### config.mk
export PLATFORM = sky130hd
export DESIGN_NAME = sar_controller_flat
export DESIGN_NICKNAME = d
export VERILOG_FILES = /design/src/rtl/sar_if.sv /design/src/rtl/sar_controller.sv /design/src/flat_wrapper.sv
export SDC_FILE = /design/constraint.sdc
export NUM_CORES = 1
export LEC_CHECK = 0
export ABC_AREA = 1
export ABC_CLOCK_PERIOD_IN_PS = 4500
export BUFFER_PORTS_ARGS = -buffer_cell sky130_fd_sc_hd__buf_2
export CAP_MARGIN = 40
export CELL_PAD_IN_SITES_DETAIL_PLACEMENT = 1
export CELL_PAD_IN_SITES_GLOBAL_PLACEMENT = 1
export CORE_ASPECT_RATIO = 0.5
export CORE_MARGIN = 2
export CORE_UTILIZATION = 30
export CTS_BUF_LIST = sky130_fd_sc_hd__clkbuf_2 sky130_fd_sc_hd__clkbuf_4 sky130_fd_sc_hd__clkbuf_8
export CTS_CLUSTER_DIAMETER = 120
export DETAILED_ROUTE_END_ITERATION = 10
export GPL_ROUTABILITY_DRIVEN = 0
export PLACE_DENSITY = 0.61
export SYNTH_ARGS = -nofsm -noshare
export SYNTH_HDL_FRONTEND = slang
export SYNTH_SLANG_ARGS = --single-unit
### constraint.sdc
create_clock -name clk -period 4.5 [get_ports clk]
set_clock_uncertainty 0.15 [all_clocks]
set_input_delay 0.225 -clock clk [delete_from_list [all_inputs] [get_ports clk]]
set_output_delay 0.225 -clock clk [all_outputs]
set_load 0.005 [all_outputs]
### src/rtl/sar_if.sv
// sar_if: handshake and comparator bus between the SAR search controller
// and its environment (requester plus 4-bit magnitude comparator).
//   start             requester -> controller  conversion request
//   greater/lesser/equal  comparator -> controller  A vs trial outcome
//   trial             controller -> comparator B operand
//   result/busy/done/error  controller -> requester  conversion status
// Modport master is the controller side, slave is the environment side.
interface sar_if #(
  parameter int WIDTH = 4
);
  logic             start;
  logic             greater;
  logic             lesser;
  logic             equal;
  logic [WIDTH-1:0] trial;
  logic [WIDTH-1:0] result;
  logic             busy;
  logic             done;
  logic             error;

  modport master (
    input  start, greater, lesser, equal,
    output trial, result, busy, done, error
  );

  modport slave (
    output start, greater, lesser, equal,
    input  trial, result, busy, done, error
  );
endinterface

### src/rtl/sar_controller.sv
// sar_controller: successive-approximation search controller. Drives a
// registered trial code to the comparator B operand and resolves the value
// on the comparator A operand one bit per cycle, MSB first, with early exit
// when the comparator reports equality.
//   clk   rising-edge clock
//   rst   asynchronous active-high reset
//   bus   sar_if.master: start in; greater/lesser/equal in;
//         trial/result/busy/done/error out (all registered)
module sar_controller #(
  parameter int WIDTH = 4
) (
  input  logic  clk,
  input  logic  rst,
  sar_if.master bus
);

  localparam int IDX_W = (WIDTH > 1) ? $clog2(WIDTH) : 1;
  localparam logic [WIDTH-1:0] MSB_CODE  = WIDTH'(1) << (WIDTH - 1);
  localparam logic [IDX_W-1:0] IDX_START = IDX_W'(WIDTH - 1);

  typedef enum logic [1:0] {
    S_IDLE,
    S_TEST,
    S_DONE
  } state_t;

  state_t           r_state;
  logic [WIDTH-1:0] r_trial;
  logic [WIDTH-1:0] r_result;
  logic [IDX_W-1:0] r_idx;
  logic             r_busy;
  logic             r_done;
  logic             r_error;

  logic [WIDTH-1:0] w_bit_cur;
  logic [WIDTH-1:0] w_bit_nxt;
  logic             w_onehot;
  logic             w_idx_zero;

  always_comb begin
    // One-hot masks for the bit under test and the next bit down.
    w_bit_cur  = WIDTH'(1) << r_idx;
    w_bit_nxt  = w_bit_cur >> 1;
    // Exactly one comparator flag high: odd parity rules out two-high,
    // the AND term rules out all-three-high.
    w_onehot   = (bus.greater ^ bus.lesser ^ bus.equal) &
                 ~(bus.greater & bus.lesser & bus.equal);
    w_idx_zero = (r_idx == '0);
  end

  always_ff @(posedge clk or posedge rst) begin
    if (rst) begin
      r_state  <= S_IDLE;
      r_trial  <= '0;
      r_result <= '0;
      r_idx    <= IDX_START;
      r_busy   <= 1'b0;
      r_done   <= 1'b0;
      r_error  <= 1'b0;
    end else begin
      case (r_state)
        S_IDLE: begin
          r_done <= 1'b0;
          if (bus.start) begin
            r_state <= S_TEST;
            r_trial <= MSB_CODE;
            r_idx   <= IDX_START;
            r_error <= 1'b0;
            r_busy  <= 1'b1;
          end
        end

        S_TEST: begin
          if (!w_onehot) begin
            // Inconsistent comparator: report the code under test as-is.
            r_error  <= 1'b1;
            r_result <= r_trial;
            r_state  <= S_DONE;
            r_busy   <= 1'b0;
            r_done   <= 1'b1;
          end else if (bus.equal) begin
            r_result <= r_trial;
            r_state  <= S_DONE;
            r_busy   <= 1'b0;
            r_done   <= 1'b1;
          end else if (bus.greater) begin
            if (w_idx_zero) begin
              // A above an all-bits-resolved trial cannot happen with a
              // consistent comparator.
              r_error  <= 1'b1;
              r_result <= r_trial;
              r_state  <= S_DONE;
              r_busy   <= 1'b0;
              r_done   <= 1'b1;
            end else begin
              r_trial <= r_trial | w_bit_nxt;
              r_idx   <= r_idx - 1'b1;
            end
          end else begin
            if (w_idx_zero) begin
              r_result <= r_trial & ~WIDTH'(1);
              r_state  <= S_DONE;
              r_busy   <= 1'b0;
              r_done   <= 1'b1;
            end else begin
              r_trial <= (r_trial & ~w_bit_cur) | w_bit_nxt;
              r_idx   <= r_idx - 1'b1;
            end
          end
        end

        S_DONE: begin
          // Single-cycle pulse; start is deliberately not looked at here.
          r_done  <= 1'b0;
          r_state <= S_IDLE;
        end

        default: begin
          r_state <= S_IDLE;
          r_busy  <= 1'b0;
          r_done  <= 1'b0;
        end
      endcase
    end
  end

  assign bus.trial  = r_trial;
  assign bus.result = r_result;
  assign bus.busy   = r_busy;
  assign bus.done   = r_done;
  assign bus.error  = r_error;

endmodule
### src/flat_wrapper.sv
// flat-port wrapper written by rule: the top's interface ports become plain ports
module sar_controller_flat 
#(
  parameter int WIDTH = 4
)
  (clk, rst, bus_start, bus_greater, bus_lesser, bus_equal, bus_trial, bus_result, bus_busy, bus_done, bus_error);
  sar_if #(.WIDTH(WIDTH)) bus_i ();
  input  logic clk;
  input  logic rst;
  input wire logic [$bits(bus_i.start)-1:0] bus_start;
  input wire logic [$bits(bus_i.greater)-1:0] bus_greater;
  input wire logic [$bits(bus_i.lesser)-1:0] bus_lesser;
  input wire logic [$bits(bus_i.equal)-1:0] bus_equal;
  output wire logic [$bits(bus_i.trial)-1:0] bus_trial;
  output wire logic [$bits(bus_i.result)-1:0] bus_result;
  output wire logic [$bits(bus_i.busy)-1:0] bus_busy;
  output wire logic [$bits(bus_i.done)-1:0] bus_done;
  output wire logic [$bits(bus_i.error)-1:0] bus_error;
  assign bus_i.start = bus_start;
  assign bus_i.greater = bus_greater;
  assign bus_i.lesser = bus_lesser;
  assign bus_i.equal = bus_equal;
  assign bus_trial = bus_i.trial;
  assign bus_result = bus_i.result;
  assign bus_busy = bus_i.busy;
  assign bus_done = bus_i.done;
  assign bus_error = bus_i.error;
  sar_controller #(.WIDTH(WIDTH)) u_core (.clk(clk), .rst(rst), .bus(bus_i));
endmodule
==> reports/metrics.yaml <==
worst_hold_path:
  min_from: "bus_equal"
  hp-class: "in2reg"
  min_to: "u_core.bus.error"
  hold_depth: 4
sta:
  rsz0062_at_grt: "no"
  final_max_slew_viol_count: 0
  setup-tns-final_ns: 0
  worst_pin_slew_ns: 0.5939
  clock.fmax_mhz: 586.1
  slew_headroom_pct: 60.37
  holdWs_ns: 0.1855
  hold_violations: 0
  setup_violations: 0
  min_period_ns: 1.706
  worst_slack_ns: 2.794
  period_share_pct: 37.92
logic_synthesis:
  synth.cell_area_um2: 783.3
  synthXorXnorAreaFrac_pct: 0
  yosys.area_share.simple_pct: 25.40
  ys_seq_elements: 15
  synthTopCellsByArea: "dfrtp_1, nand2_1, ha_1, dfstp_2, inv_1"
  yosys-mux-area-fraction_pct: 0
  synth_top_family_by_area: "simple AND/OR/NAND/NOR gates"
  avgSynthCellArea_um2: 8.075
  synth_nets: 108
  yosys.area.top_type: "dfrtp_1"
  synth-warning-count: 0
  synth_compound_area_share_pct: 10.22
  synthDistinctLibCells: 16
  synth_top_area_share_pct: 41.53
  syn_inst: 97
  ys_seq_area_share_pct: 48.24
  synthAdderAreaFrac_pct: 7.987
clock_network:
  cts_buffer_depth: 2
  path_clk_slew_ns: 0.07
  clock_latency_ns: 0.26
  cts_tree: "built"
  cts_resized: 0
  htreeDepth: 1
  cts.sinks: 15
  cts_root_buf: "clkbuf_8"
  cts-buffers-inserted: 3
status:
  status: "completed"
floorplanning:
  die_x_um: 76.26
  initial_core_util_pct: 30.87
  rows: 13
  coreArea_mm2: 0.002537
  die_area_mm2: 0.003060
  die_h_um: 40.13
  io_pins: 17
drt:
  ant_nets: 0
  vias_per_cell: 4.206
  drtPass1Iterations: 3
  route.detailed.drc: 0
  via_count: 652
  wl_um: 1848
  drt-initial-drc-count: 25
  wire_per_inst_um: 11.92
critical_path:
  ff2ff_setup_slack_ns: 2.79
  r2r_cells: 8
  max_stage_delay_ns: 0.55
  path_max_fanout: 7
  crit_arrival_ns: 1.69
  endpoint_kind: "flip-flop"
  startpoint_type: "flip-flop"
  cp.required_ns: 4.49
  slowest_stage: "dfstp_2"
  reg2reg_from: "u_core.r_idx[0]"
  rr_endpoint: "u_core.bus.result[1]"
  path_cells: "inv_1, ha_1, nor2_2, nand2_2, nand2_2, inv_2, nand2_1, nand2_1"
  crit_type: "reg2reg"
global_routing:
  grt_max_degree: 16
  grt.total_usage_pct: 14.73
  grt-ovfl-total: 0
  grt_pass1_vias: 674
  grt_pass1_wl_um: 3298
  antenna_found_initial: 0
cells_and_area:
  fin_util_pct: 38.07
  insertedDiodeCount: 0
  syn_to_final_growth_pct: 23.32
  nNetsFinal: 130
  drive_gt1_share_pct: 27.97
  final_cells: 155
  fillers: 327
  final_cell_area_um2: 965.9
place:
  numPortBuffers: 16
  dp_hpwl_um: 1404
  pre_cts_slack_ns: 2.785
  place_inst: 150
  place_area_um2: 909.6
power_and_ir_drop:
  p_total_mw: 0.6169
  power_leakage_nw: 0.5226
  ir_worst_vdd_mv: 0.1440
  power_density_mw_per_mm2: 638.6
run:
  maxCapViolCount: 0
==> routing by layer <==
layer  vias up  wire length (um)  GRT usage [%]
met3         2                69          4.279
met2        11               787          23.67
li1        340                 -              -
met4         0                 8          5.455
met5         -                 0              0
met1       299               982          19.54
==> synth_stat cells <==
cell	number
o21ai_0	9
nor3_2	1
nand2_2	3
nand2_1	30
nor2_2	1
ha_1	5
nand2_4	1
o21ai_1	1
dfstp_2	2
inv_2	4
nand3_1	2
inv_1	13
nor2_1	5
dfrtp_1	13
a21oi_1	6
nor2_4	1
==> kinds of logic after synthesis <==
| kind of cell | Yosys count |
|---|---|
| simple gates | 44 |
| buf+inv | 17 |
| compound gates | 16 |
| flops | 15 |
| fa+ha+maj | 5 |
==> worst max-delay path, delay by kind of cell, from the launching register on <==
family,cells,cell delay [ns]
buf+inv,2,0.13
fa+ha+maj,1,0.23
flops,1,0.55
simple gates,5,0.51
==> placed cells by master (no fill, tap or decap) <==
| cell | instances |
|---|---|
| nand2_1 | 30 |
| buf_2 | 16 |
| inv_1 | 13 |
| dfrtp_1 | 13 |
| o21ai_0 | 9 |
| a21oi_1 | 6 |
| nor2_1 | 5 |
| ha_1 | 5 |
| inv_2 | 4 |
| nand2_2 | 3 |
| clkbuf_8 | 3 |
| nand3_1 | 2 |
| dfstp_2 | 2 |
| nor2_2 | 1 |
| nor2_4 | 1 |
| nor3_2 | 1 |
| nand2_4 | 1 |
| o21ai_1 | 1 |
| clkinv_2 | 1 |
| dlygate4sd3_1 | 1 |
==> repair_timing <==
action	CTS	global route
hold endpoints to repair	13	0
endpoints found under the setup margin	0	0
setup buffers	0	0
hold buffers	1	0
==> power by group <==
group | internal (mW) | switching, mW
Clock | 0.0615 | 0.0521
Sequential | 0.202 | 0.0513
Combinational | 0.0966 | 0.153
==> layout make-up <==
class	instances	area [um^2]	share of cell area, %
clock buffer	3	41.29	4.275
clock inverter	1	5.005	0.5181
inverter	17	63.81	6.606
multi-input combinational	65	341.6	35.36
sequential	15	377.9	39.12
tap	37	46.29	4.793
timing repair buffer	17	90.09	9.326
==> state kept, by name, summed over array words and instances, names as in the netlist <==
| register | count |
|---|---|
| u_core.bus.result | 4 |
| u_core.bus.trial | 4 |
| u_core.r_idx | 2 |
| u_core.r_state | 2 |
| u_core.bus.busy | 1 |
| u_core.bus.done | 1 |
| u_core.bus.error | 1 |
==> worst max-delay path by stage <==
stage,startpoint,to,slack [ns],cells past startpoint
after floorplan,u_core.r_idx[0],u_core.bus.result[1],2.94,8
after global placement,u_core.r_idx[0],u_core.bus.result[1],2.83,8
after detailed placement,u_core.r_idx[0],u_core.bus.result[1],2.78,8
after CTS,u_core.r_idx[0],u_core.bus.result[1],2.77,8
after global routing,u_core.r_idx[0],u_core.bus.result[1],2.61,8
final,u_core.r_idx[0],u_core.bus.result[1],2.79,8
Note: power is estimated with default switching activity, not from simulation.
